===== src/rtl/univ_shift_reg.sv =====
// Universal shift register: hold, shift left/right (serial fill or rotate),
// parallel load, plus a counted burst-shift mode with busy/done handshake.
module univ_shift_reg #(
  parameter int WIDTH = 8,
  parameter int CNT_W = 4
) (
  input  logic             clk,
  input  logic             rst,
  input  logic             en,
  input  logic [1:0]       mode,
  input  logic             rot,
  input  logic             sin_lsb,
  input  logic             sin_msb,
  input  logic [WIDTH-1:0] d,
  input  logic             start,
  input  logic [CNT_W-1:0] cnt,
  output logic [WIDTH-1:0] q,
  output logic             sout_msb,
  output logic             sout_lsb,
  output logic             busy,
  output logic             done
);

  typedef enum logic {IDLE, BURST} state_t;
  typedef enum logic [1:0] {
    M_HOLD = 2'b00,
    M_SHL  = 2'b01,
    M_SHR  = 2'b10,
    M_LOAD = 2'b11
  } mode_t;

  localparam logic [CNT_W-1:0] ONE = 1;

  state_t           state;
  mode_t            mode_e;
  logic [CNT_W-1:0] rem;
  logic             dir_left;
  logic             rot_l;
  logic [WIDTH-1:0] q_idle_shl;
  logic [WIDTH-1:0] q_idle_shr;
  logic [WIDTH-1:0] q_burst;
  logic             burst_req;

  assign mode_e    = mode_t'(mode);
  assign burst_req = start && (mode_e == M_SHL || mode_e == M_SHR);
  assign sout_msb  = q[WIDTH-1];
  assign sout_lsb  = q[0];

  // Next-value candidates: single-step uses live rot, burst uses latched direction/rot.
  always_comb begin
    q_idle_shl = {q[WIDTH-2:0], rot ? q[WIDTH-1] : sin_lsb};
    q_idle_shr = {rot ? q[0] : sin_msb, q[WIDTH-1:1]};
    if (dir_left) begin
      q_burst = {q[WIDTH-2:0], rot_l ? q[WIDTH-1] : sin_lsb};
    end else begin
      q_burst = {rot_l ? q[0] : sin_msb, q[WIDTH-1:1]};
    end
  end

  // Control FSM and data register; busy/done are registered alongside state.
  always_ff @(posedge clk) begin
    if (rst) begin
      q        <= '0;
      state    <= IDLE;
      rem      <= '0;
      dir_left <= 1'b0;
      rot_l    <= 1'b0;
      busy     <= 1'b0;
      done     <= 1'b0;
    end else begin
      done <= 1'b0;
      case (state)
        IDLE: begin
          if (burst_req) begin
            // A zero-length burst completes immediately without shifting.
            if (cnt != '0) begin
              state    <= BURST;
              rem      <= cnt;
              dir_left <= (mode_e == M_SHL);
              rot_l    <= rot;
              busy     <= 1'b1;
            end else begin
              done <= 1'b1;
            end
          end else if (en) begin
            case (mode_e)
              M_SHL:   q <= q_idle_shl;
              M_SHR:   q <= q_idle_shr;
              M_LOAD:  q <= d;
              default: q <= q;
            endcase
          end
        end
        BURST: begin
          q   <= q_burst;
          rem <= rem - ONE;
          if (rem == ONE) begin
            state <= IDLE;
            busy  <= 1'b0;
            done  <= 1'b1;
          end
        end
        default: state <= IDLE;
      endcase
    end
  end

endmodule


===== config.mk =====
export PLATFORM = sky130hd
export DESIGN_NAME = univ_shift_reg
export DESIGN_NICKNAME = d
export VERILOG_FILES = /design/src/rtl/univ_shift_reg.sv
export SDC_FILE = /design/constraint.sdc
export NUM_CORES = 1
export LEC_CHECK = 0
export ABC_AREA = 1
export BUFFER_PORTS_ARGS = -buffer_cell sky130_fd_sc_hd__buf_2
export CORE_ASPECT_RATIO = 0.8
export CORE_MARGIN = 1.5
export CORE_UTILIZATION = 56
export DETAILED_ROUTE_END_ITERATION = 10
export PLACE_DENSITY = 0.86
export REMOVE_ABC_BUFFERS = 1
export SYNTH_ARGS = -nofsm -noshare
export SYNTH_HDL_FRONTEND = slang
export SYNTH_SLANG_ARGS = --single-unit

===== constraint.sdc =====
create_clock -name clk -period 1.7 [get_ports clk]
set_clock_uncertainty 0.1 [all_clocks]
set_input_delay 0 -clock clk [delete_from_list [all_inputs] [get_ports clk]]
set_output_delay 0 -clock clk [all_outputs]
set_load 0.03 [all_outputs]

== After elaboration in Yosys (flattened, before gate mapping) ==
Cells that the tools add are included.
Cells by class
  add/sub/neg operators: 1
  eq/ne operators: 10
  multiplexer cells: 24
  bitwise gates (word level): 1
  reductions and logical operators: 7
Operators by type and width (count)
  $mux 8: 3
  $pmux 8 s3: 1
  $pmux 8 s2: 1
  $mux 1: 13
  $reduce_and 3->1: 3
  $mux 4: 2
  $ne 2x2->1 const B: 4
  $pmux 4 s2: 1
  $pmux 1 s2: 3
  $eq 2x2->1 const B: 2
  $eq 4x1->1 const B: 1
  $ne 4x3->1 const B: 1
  $reduce_bool 4->1: 1
  $sub 4x1->4 const B: 1
  $eq 2x1->1 const B: 1
  $ne 2x1->1 const B: 1
  $reduce_and 2->1: 1
  $logic_and 1x1->1: 1
  $logic_or 1x1->1: 1
  $not 1->1: 1
Word-level totals
  flip-flop bits (word level): 17
  word-level logic and storage cells: 50

== Logic depth before layout (Yosys ltp) ==
Gate-level depths: netlist of the first run.
  word-level depth: 5
  mapped depth: 12
  depth with buffers taken out: 12

== Worst setup path after synthesis of the first run ==
OpenSTA, ideal clock, no wires.
  path type: register -> register
  start: register q[7]
  end: register q[6]
  data arrival time: 1.006 ns
  setup slack: 0.530 ns
  cell stages (with the launch flop): 7
  path buffers: 0
  cell sequence: dfxtp_1 > inv_1 > a21oi_1 > o21ai_1 > nand2_1 > nor2_1 > nor2_1
On the way
  cells in the longest elaborated chain, start to end: 4
  elaborated cells between the ends (all ways): 5
  classes of those cells: mux (5)
RTL lines
  from (decl): RTL line 17  | output logic [WIDTH-1:0] q,
  from (signal assigned): RTL line 87  | M_SHL: q <= q_idle_shl;
  from (signal assigned): RTL line 88  | M_SHR: q <= q_idle_shr;
  from (signal assigned): RTL line 90  | default: q <= q;
  $pmux 8 s3: RTL line 86  | case (mode_e)
  $mux 8: RTL line 85  | end else if (en) begin
  $mux 8: RTL line 74  | if (burst_req) begin
  $pmux 8 s2 (*): RTL line 72  | case (state)
Every way passes the cells marked *; elsewhere a longest branch is shown, timed or not. The select of a mux whose other input is x is not followed.
A chain may end at the register's enable or synchronous reset.

== Final worst setup path of the first run ==
  start: input cnt[0]
  end: register done
On the way
  cells in the longest elaborated chain, start to end: 4
RTL lines
  from (decl): RTL line 16  | input logic [CNT_W-1:0] cnt,
  $reduce_bool 4->1: RTL line 76  | if (cnt != '0) begin
  $mux 1: RTL line 76
  $mux 1: RTL line 74
  $pmux 1 s2: RTL line 72
  to (signal assigned): RTL line 69  | done <= 1'b0;
  to (signal assigned): RTL line 71  | done <= 1'b0;
  to (signal assigned): RTL line 83  | done <= 1'b1;
  to (decl): RTL line 21  | output logic done
No other way between the ends.

==> results.ini, run 1 <==
[outcome]
run_status=finished clean

[worst_hold_path]
whs_path_depth=5
hold-path-endpoint=q[6]$_SDFFE_PP0P_
hold_class=in2reg
hold_start=d[6]

[routing]
wl_met2_mm=1.44
totalWireLength_mm=3.26
met1_length_mm=1.42
drtAntennaViolNets=0
drtIter0Drc=81
drc_errors=0
first_pass_iters=5
post_drt_wl_per_cell_um=12.3
top_layer_used=met4
wl_met3_um=289
vias_per_cell=5.42
route.vias.total=1441

[synthesis]
synth-adder-area-share_pct=5.96
async_flop_share_pct=0
syn_avg_cell_area_um2=6.29
synth_cell_type_count=23
synth_compound_area_share_pct=21.0
ys_seq_area_share_pct=27.0
synthTopCellsByArea=dfxtp_1, nand2_1, nor2_1, nand3_1, a21oi_1
yosys.area_share.simple_pct=32.8
yosysMostFrequentCell=nand2_1
ys_ff_latch=17
synth_top_family_by_area=simple AND/OR/NAND/NOR gates
syn_inst=200
synth.cell_area_um2=1260
synth_top_area_share_pct=27.0
synth_commonest_cells=nand2_1, nor2_1, inv_1, dfxtp_1, nand3_1
synth_xor_area_share_pct=0
synthMuxAreaShare_pct=0
synth_top_area_cell=dfxtp_1
synth_ff_type=dfxtp_1
synth_edf_count=0
yosys_warnings=0

[worst_setup_path]
worst-r2r-setup-slack_ns=0.31
crit_arrival_ns=1.62
start_kind=primary input
crit_required_ns=1.85
reg2reg_to=q[4]$_SDFFE_PP0P_
worstReg2RegStart=state$_SDFF_PP0_
end_kind=register
r2r_cells=5
worstPathMaxFanout=2
crit_type=in2reg

[floorplanning]
start_util_pct=58.8
core_um2=2140
die_h_um=45.4
core.rowCount=15
die_area_um2=2540
ios=33
die_x_um=56.0

[timing]
whs_ns=0.0184
setup_violations=0
worst_slew_pin_slew_ns=0.381
rsz0062_at_grt=no
slew_headroom_pct=74.6
final_hold_viol_count=0
fin_crit_sh_pct=86.4
finalSetupTns_ns=0
final_max_slew_viol_count=0
min_period_ns=1.47
fmax_mhz=681

[clocking]
path_clk_slew_ns=0.10
cts_tree=yes
clk_path_buf_depth=2
clock-sinks=17
root_buffer=clkbuf_4
cts_setup_buffers=0
cts_buffers=3
cts_resized=0
htreeDepth=1
clk_latency_ns=0.31

[flow_run]
drv_cap=0

[global_routing]
grt_max_degree=18
first_global_vias=1239
antenna_found_initial=0
grt_pass1_wl_mm=5.41
globalRouteOverflowTotal=0
grt_usage_pct=28.2

[place]
dp_hpwl_mm=2.19
routabilityCongestion=0.900
port_buffers=32
dp_cells=249

[finish]
area_growth_pct=22.5
final_cells=266
diodes=0
nNetsFinal=269
post-route-util_pct=72.0
drive_above_1_share_pct=20.3

[power]
p_leak_nw=0.776
p_total_w=0.00117
powerDensity_nw_per_um2=759
vdd_drop_max_uv=562

==> routing by layer <==
metal  vias up  global-route usage [%]
met2        77                    46.4
met4         0                    13.3
li1        721                       -
met5         -                       0
met3        11                    6.82
met1       632                    35.7
==> sequential cells by signal, indices dropped and copies added, names as in the netlist <==
register / flops
dir_left: 1
busy: 1
rem: 4
q: 8
done: 1
state: 1
rot_l: 1
==> metrics by stage <==
step / worst slack (ns) / instance area, µm²
detailed placement: 0.218 / 1380
global placement: 0.276 / 1380
floorplan: 0.273 / 1180
global route: 0.175 / 1540
finish: 0.231 / 1540
CTS: 0.264 / 1540
==> cells by family after synthesis <==
kind of cell	after synthesis
buffers and inverters	33
AND/OR/NAND/NOR	96
adder cells (fa/ha/maj)	6
flip-flops	17
AO/OA/AOI/OAI	48
==> cell type report <==
type / count / area (µm²)
clock inverters: 1 / 5.00
inverters: 24 / 92.6
flip-flops and latches: 17 / 340
well taps: 25 / 31.3
multi-input cells: 150 / 752
fillers: 183 / 598
clock buffers: 3 / 22.5
repair buffers: 46 / 298
==> worst max path at each step <==
stage / startpoint / endpoint / cells after the start
after detailed placement: mode[0] / q[4]$_SDFFE_PP0P_ / 10
after CTS: cnt[0] / done$_SDFF_PP0_ / 6
after floorplan: state$_SDFF_PP0_ / q[1]$_SDFFE_PP0P_ / 5
after global routing: cnt[0] / done$_SDFF_PP0_ / 6
final: cnt[0] / done$_SDFF_PP0_ / 6
after global placement: mode[0] / q[5]$_SDFFE_PP0P_ / 10
==> timing repair <==
action,in CTS,in global routing
endpoints found under the setup margin,0,0
hold buffers,13,0
hold endpoints to repair,13,0
==> cell usage in the layout (no fill, tap or decap) <==
master | synthesis | routed
clkbuf_4 | 0 | 3
inv_1 | 20 | 20
nor2_1 | 29 | 29
o21ai_1 | 8 | 8
ha_1 | 6 | 6
nor2_4 | 2 | 2
a31oi_1 | 1 | 1
a21boi_0 | 6 | 6
inv_4 | 1 | 1
a21oi_1 | 16 | 16
clkinv_2 | 0 | 1
buf_2 | 1 | 32
nand2_1 | 43 | 43
nand4_1 | 1 | 1
nand3_2 | 1 | 1
a21oi_2 | 1 | 1
o21ai_0 | 15 | 15
dlygate4sd3_1 | 0 | 13
buf_4 | 4 | 1
nand2_2 | 3 | 3
inv_2 | 3 | 3
o21ai_2 | 1 | 1
dfxtp_1 | 17 | 17
nand3_1 | 17 | 17
==> worst max-delay path: stages <==
cell,delay (ns)
dlygate4sd3_1,0.54
buf_2,0.13
nor2_1,0.12
dlygate4sd3_1,0.56
nand3_1,0.11
a21oi_1,0.15
==> report_power, final <==
group / switching [W] / total, W / internal (W) / leakage [nW]
logic: 0.000280 / 0.000442 / 0.000162 / 0.619
clock network: 0.000139 / 0.000227 / 0.0000881 / 0.0177
registers: 0.0000577 / 0.000501 / 0.000443 / 0.140
Power figures use the tool's default switching activity.
==> run 2, diff against run 1 <==
ABC_AREA = 0   (was 1)
CORE_UTILIZATION = 54   (was 56)
PLACE_DENSITY = 0.85   (was 0.86)
==> run 2 against run 1 <==
Non-clock buffer count grew 1. Critical path depth did not move. Synthesized cell count down 28%. Critical path type unchanged. Largest power group unchanged.
==> results.ini, run 2 <==
[outcome]
run_status=finished clean

[global_routing]
grt_usage_pct=28.2  ; about the same
grtUsageMet3_pct=7.59  ; +0.77 points
grt_use_met1_pct=35.3  ; -0.46 points
grt_pass1_wl_mm=4.81  ; -11%
antenna_found_initial=0  ; unchanged
grtUsageMet2_pct=45.9  ; -0.50 points
first_global_vias=1108  ; -11%
busiest_layer=met2
globalRouteOverflowTotal=0  ; unchanged
grt_max_degree=18  ; unchanged

[worst_setup_path]
end_kind=register
crit_arrival_ns=1.71  ; +0.09 ns
critPathSlowestCell=or4_4
start_kind=primary input
crit_start=cnt[2]
crit_required_ns=1.84  ; about the same
worstReg2RegStart=state$_SDFF_PP0_
worstPathMaxFanout=3  ; +1
r2r_cells=4  ; -1
crit_family=buffers and inverters
worst-r2r-setup-slack_ns=0.22  ; -0.09 ns
max_stage_delay_ns=0.54  ; -0.02 ns
reg2reg_to=q[6]$_SDFFE_PP0P_
crit_type=in2reg
path_cells=dlygate4sd3_1, buf_2, or4_4, a21oi_2, o21ai_1, a31oi_1
crit_buf_inv=2  ; -1

[routing]
vias_per_cell=5.93  ; +9.5%
drtAntennaViolNets=0  ; unchanged
totalWireLength_mm=3.03  ; -7.3%
first_pass_iters=4  ; -1
post_drt_wl_per_cell_um=14.3  ; +16%
route.vias.total=1257  ; -13%
drtIter0Drc=44  ; -46%
drc_errors=0  ; unchanged

[floorplanning]
ios=33  ; unchanged
die_h_um=43.6  ; -4.0%
core.rowCount=14  ; -1
core_um2=1910  ; -11%
die_area_um2=2340  ; -8.0%
start_util_pct=58.2  ; -0.64 points
die_x_um=53.7  ; -4.1%

[power]
clkPwrFrac_pct=21.1  ; +1.7 points
vdd_drop_max_uv=559  ; -0.51%
powerDensity_nw_per_um2=772  ; +1.7%
pwr-share-seq_pct=43.6  ; +0.8 points
p_switching_w=0.000420  ; -12%
p_total_w=0.00111  ; -5.1%
p_leak_nw=0.606  ; -22%
p_comb_share_pct=35.3  ; -2.5 points
p_int_w=0.000690  ; -0.47%
p_sw_share_pct=37.8  ; -2.9 points

[finish]
multi_input_area_um2=718  ; -4.5%
layout_common_cells=buf_2, nand2_1, a21oi_1, dfxtp_1, nor2_1
fillers=145  ; -21%
largest_register_ffs=8  ; unchanged
drive_above_1_share_pct=25.5  ; +5.2 points
regMostFlops=q
nNetsFinal=216  ; -20%
diodes=0  ; unchanged
largest_registers=q: 8 flops, rem: 4 flops
seq_area_um2=340  ; unchanged
area_growth_pct=29.5
final_common_cell=buf_2

[synthesis]
yosys_warnings=0  ; unchanged
synth.cell_area_um2=1110  ; -12%
synth_ff_type=dfxtp_1
synth_cell_type_count=34  ; +48%
synthTopCellsByArea=dfxtp_1, nand2_1, a21oi_1, ha_1, o2111ai_1
ys_ff_latch=17  ; unchanged
yosysMostFrequentCell=nand2_1
synth_edf_count=0  ; unchanged
syn_avg_cell_area_um2=7.66  ; +22%
syn_inst=145  ; -28%
ys_seq_area_share_pct=30.6  ; +3.6 points
async_flop_share_pct=0  ; unchanged
synth_top_area_share_pct=30.6  ; +3.6 points
synth_top_area_cell=dfxtp_1
synth_commonest_cells=nand2_1, a21oi_1, dfxtp_1, nor2_1

[flow_run]
drv_cap=0  ; unchanged

[timing]
final_max_slew_viol_count=0  ; unchanged
setup_ws_ns=0.136  ; -0.0948 ns
slew_headroom_pct=71.9  ; -2.8 points
worst_slew_pin_slew_ns=0.418  ; +0.0376 ns
fin_crit_sh_pct=92.0  ; +5.6 points
min_period_ns=1.56  ; +0.0948 ns
finalSetupTns_ns=0  ; unchanged
setup_violations=0  ; unchanged
fmax_mhz=640  ; -6.1%
final_hold_viol_count=0  ; unchanged
rsz0062_at_grt=no

[clocking]
path_clk_slew_ns=0.11  ; about the same
cts_setup_buffers=0  ; unchanged
cts_tree=yes
clk_latency_ns=0.31  ; about the same
htreeDepth=1  ; unchanged
root_buffer=clkbuf_4
cts_buffers=3  ; unchanged
clk_path_buf_depth=2  ; unchanged
clock-sinks=17  ; unchanged

[worst_hold_path]
whs_path_depth=5  ; unchanged
hold-path-endpoint=q[6]$_SDFFE_PP0P_
hold_class=in2reg
hold_start=d[6]

[place]
dp_hpwl_mm=2.12  ; -3.2%
port_buffers=32  ; unchanged
place_ws_ns=0.0774  ; -0.141 ns
routabilityCongestion=0.855  ; -4.9%

[run 2: cell count changes in the layout (fill, tap and decap cells not counted), sizes merged, moves of 6 or more]
cell     change
nor2        -20
o21bai       +6
o21ai       -18
nor3         +6
nand3       -18
nand2       -21
o2111ai      +6
inv         -18
a21boi       -6
[run 2: worst max path at each step]
stage	to	slack, ns	cells past startpoint
after detailed placement	rot_l$_SDFFE_PP0P_	0.08	7
after global placement	dir_left$_SDFFE_PP0P_	0.13	7
after global routing	q[6]$_SDFFE_PP0P_	0.06	4
final	rem[3]$_SDFFE_PP0P_	0.14	6
after CTS	rem[3]$_SDFFE_PP0P_	0.15	6
after floorplan	q[7]$_SDFFE_PP0P_	0.12	4
[run 2: metal layers]
metal | vias to the layer above | part of all wire [%]
met3 | 11 | 7.4
met2 | 59 | 48
met4 | 0 | 2.5
met1 | 577 | 42
li1 | 610 | -
met5 | - | 0
[run 2: final cells by class]
class                      count  share of cell area, %
clock buffer                   3                   1.57
clock inverter                 1                  0.522
tap                           24                   2.09
multi-input combinational    114                   49.9
sequential                    17                   23.7
timing repair buffer          47                   20.7
inverter                       6                   1.57
[run 2: stage by stage]
step,instances,utilization [%],hold slack (ns),cell area [µm²]
after floorplan,137,-,-0.0309,1070
after global placement,198,68.0,0.183,1300
after detailed placement,198,68.0,0.207,1300
after CTS,212,74.8,0.00462,1430
after global routing,212,75.4,0.0439,1440
final,212,75.4,0.0143,1440
[run 2: worst reg2reg max path, cell delays in order, from the launching register on]
cell	delay, ns
dfxtp_1	0.48
nor2b_1	0.41
a21oi_1	0.08
o2111ai_1	0.20
a21oi_1	0.09
[run 2: timing repair]
| item | 4_1_cts | 5_1_grt |
|---|---|---|
| hold endpoints to repair | 14 | 0 |
| gates resized for setup | 0 | 2 |
| setup endpoints to repair | 0 | 1 |
| hold buffers | 10 | 0 |
[run 2: kinds of logic (layout without fill, tap and decap cells)]
| group | after synthesis | count (layout) | synth area share (%) |
|---|---|---|---|
| compound gates | 48 | 48 | 29.2 |
| fa+ha+maj | 6 | 6 | 6.76 |
| buf+inv | 14 | 57 | 5.63 |
| flops | 17 | 17 | 30.6 |
| mux | 6 | 6 | 5.52 |
| simple gates | 54 | 54 | 22.3 |
[run 2: power groups by stage]
stage               sequential [W]  combinational, W  clock [W]
detailed placement        0.000491          0.000366          0
global placement          0.000487          0.000358          0
CTS                       0.000482          0.000384   0.000240
finish                    0.000484          0.000392   0.000234
global route              0.000491          0.000429   0.000259
floorplan                 0.000545          0.000183          0
==> run 3, diff against run 2 <==
CELL_PAD_IN_SITES_DETAIL_PLACEMENT = 0   (was default)
CELL_PAD_IN_SITES_GLOBAL_PLACEMENT = 2   (was default)
CORE_UTILIZATION = 30   (was 54)
==> run 3 against run 2 <==
Clock-buffer cell count is the same. Register-to-register slack got worse by 0.03 ns. Worst setup slack worse by 0.0026 ns. Critical path depth unchanged. Final area is 2.0% lower. Flip-flop and latch count did not move. Non-clock buffer count down 6.
==> results.ini, run 3 (same netlist as run 2, synthesis figures left out) <==
[outcome]
run_status=finished clean

[clocking]
root_buffer=clkbuf_8
clock-sinks=17  ; unchanged
cts_tree=yes
clk_latency_ns=0.26  ; -0.05 ns
cts_buffers=3  ; unchanged
clk_path_buf_depth=2  ; unchanged
htreeDepth=1  ; unchanged
path_clk_slew_ns=0.07  ; -0.04 ns

[worst_hold_path]
hold-path-endpoint=rot_l$_SDFFE_PP0P_
whs_path_depth=2  ; -3
hold_class=in2reg
hold_start=rst

[routing]
drc_errors=0  ; unchanged
first_pass_iters=4  ; unchanged
top_layer_used=met4
drtIter0Drc=77  ; +75%
met1_length_mm=1.67  ; +31%
wl_met3_um=124  ; -45%
post_drt_wl_per_cell_um=13.8  ; -3.4%
route.vias.total=1172  ; -6.8%
totalWireLength_mm=3.09  ; +2.0%
wl_met2_mm=1.25  ; -14%
vias_per_cell=5.23  ; -12%
drtAntennaViolNets=0  ; unchanged

[global_routing]
first_global_vias=1070  ; -3.4%
antenna_found_initial=0  ; unchanged
globalRouteOverflowTotal=0  ; unchanged
grt_max_degree=18  ; unchanged
grt_usage_pct=16.2  ; -12 points
grt_pass1_wl_mm=5.25  ; +9.2%

[floorplanning]
start_util_pct=31.8  ; -26 points
die_area_um2=4080  ; +74%
ios=33  ; unchanged
core.rowCount=19  ; +5
die_x_um=71.0  ; +32%
core_um2=3490  ; +83%
die_h_um=57.4  ; +32%

[finish]
multi_input_area_um2=713  ; -0.70%
regMostFlops=q
nNetsFinal=210  ; -2.8%
drive_above_1_share_pct=26.4  ; +0.84 points
layout_common_cells=buf_2, nand2_1, a21oi_1, dfxtp_1, nor2_1
stdcell_area_um2=1410  ; -2.0%
largest_register_ffs=8  ; unchanged
area_growth_pct=26.9
final_common_cell=buf_2
final_cells=224  ; +5.7%
diodes=0  ; unchanged
largest_registers=q: 8 flops, rem: 4 flops
fillers=366  ; +150%
seq_area_um2=340  ; unchanged

[worst_setup_path]
crit_arrival_ns=1.65  ; -0.06 ns
start_kind=primary input
worst-r2r-setup-slack_ns=0.19  ; -0.03 ns
worstPathMaxFanout=3  ; unchanged
end_kind=register
r2r_cells=4  ; unchanged
crit_required_ns=1.79  ; -0.05 ns
crit_type=in2reg
reg2reg_to=dir_left$_SDFFE_PP0P_
worstReg2RegStart=state$_SDFF_PP0_

[power]
powerDensity_nw_per_um2=836  ; +8.3%
p_leak_nw=0.591  ; -2.5%
vdd_drop_max_uv=293  ; -48%

[timing]
fmax_mhz=638  ; -0.16%
final_hold_viol_count=0  ; unchanged
final_max_slew_viol_count=0  ; unchanged
worst_slew_pin_slew_ns=0.450  ; +0.0321 ns
rsz0062_at_grt=no
setup_violations=0  ; unchanged
min_period_ns=1.57  ; +0.00258 ns
finalSetupTns_ns=0  ; unchanged
slew_headroom_pct=69.7  ; -2.1 points
fin_crit_sh_pct=92.1  ; +0.15 points

[place]
routabilityCongestion=0.848  ; -0.85%
port_buffers=32  ; unchanged
placed_cell_area_um2=1330  ; +2.3%
dp_hpwl_mm=2.39  ; +13%
dp_cells=217  ; +9.6%

[flow_run]
drv_cap=0  ; unchanged

-- run 3: how the worst max path moves through the flow --
stage          cells past startpoint         startpoint                    end  slack (ns)
3_5_place_dp                       7            mode[0]  dir_left$_SDFFE_PP0P_        0.09
6_report                           6             cnt[2]    rem[3]$_SDFFE_PP0P_        0.13
2_1_floorplan                      4  q[0]$_SDFFE_PP0P_      q[7]$_SDFFE_PP0P_        0.12
3_3_place_gp                       7            mode[0]  dir_left$_SDFFE_PP0P_        0.11
5_1_grt                            6             cnt[2]    rem[0]$_SDFFE_PP0P_        0.02
4_1_cts                            6             cnt[2]    rem[0]$_SDFFE_PP0P_        0.14
-- run 3: area by class of cell --
type                       instances  area share (%)
clock buffer                       3            2.93
sequential                        17            24.1
inverter                           6            1.60
tap                               42            3.73
clock inverter                     1           0.355
multi-input combinational        114            50.6
timing repair buffer              41            16.7
-- run 3: critical path, cell delays in order --
cell           delay [ns]
dlygate4sd3_1        0.53
buf_2                0.13
or4_4                0.54
a21oi_2              0.21
o21ai_1              0.09
a31oi_1              0.15
-- run 3: timing repair --
action	CTS	global route
hold buffers	3	0
endpoints found under the hold margin	3	0
gates resized for setup	0	1
setup endpoints to repair	0	5
setup buffers	0	0
-- run 3: through the flow --
step | hold WS [ns] | power (W) | utilization [%] | worst slack [ns]
final | 0.0156 | 0.00118 | 40.4 | 0.134
after global routing | 0.0336 | 0.00126 | 40.4 | 0.0171
after CTS | 0.00930 | 0.00119 | 40.2 | 0.138
after detailed placement | 0.204 | 0.000868 | 38.0 | 0.0942
after global placement | 0.191 | 0.000868 | 38.0 | 0.109
after floorplan | -0.0309 | 0.000728 | - | 0.115
-- run 3: layer usage --
layer	up-vias	global-route usage (%)
met5	-	0
met4	0	6.47
met3	4	1.24
met2	37	22.4
met1	532	25.6
li1	599	-
-- run 3: report_power, final --
| group | switching (W) | internal (W) |
|---|---|---|
| registers | 0.0000476 | 0.000438 |
| logic | 0.000227 | 0.000155 |
| clock network | 0.000148 | 0.000163 |
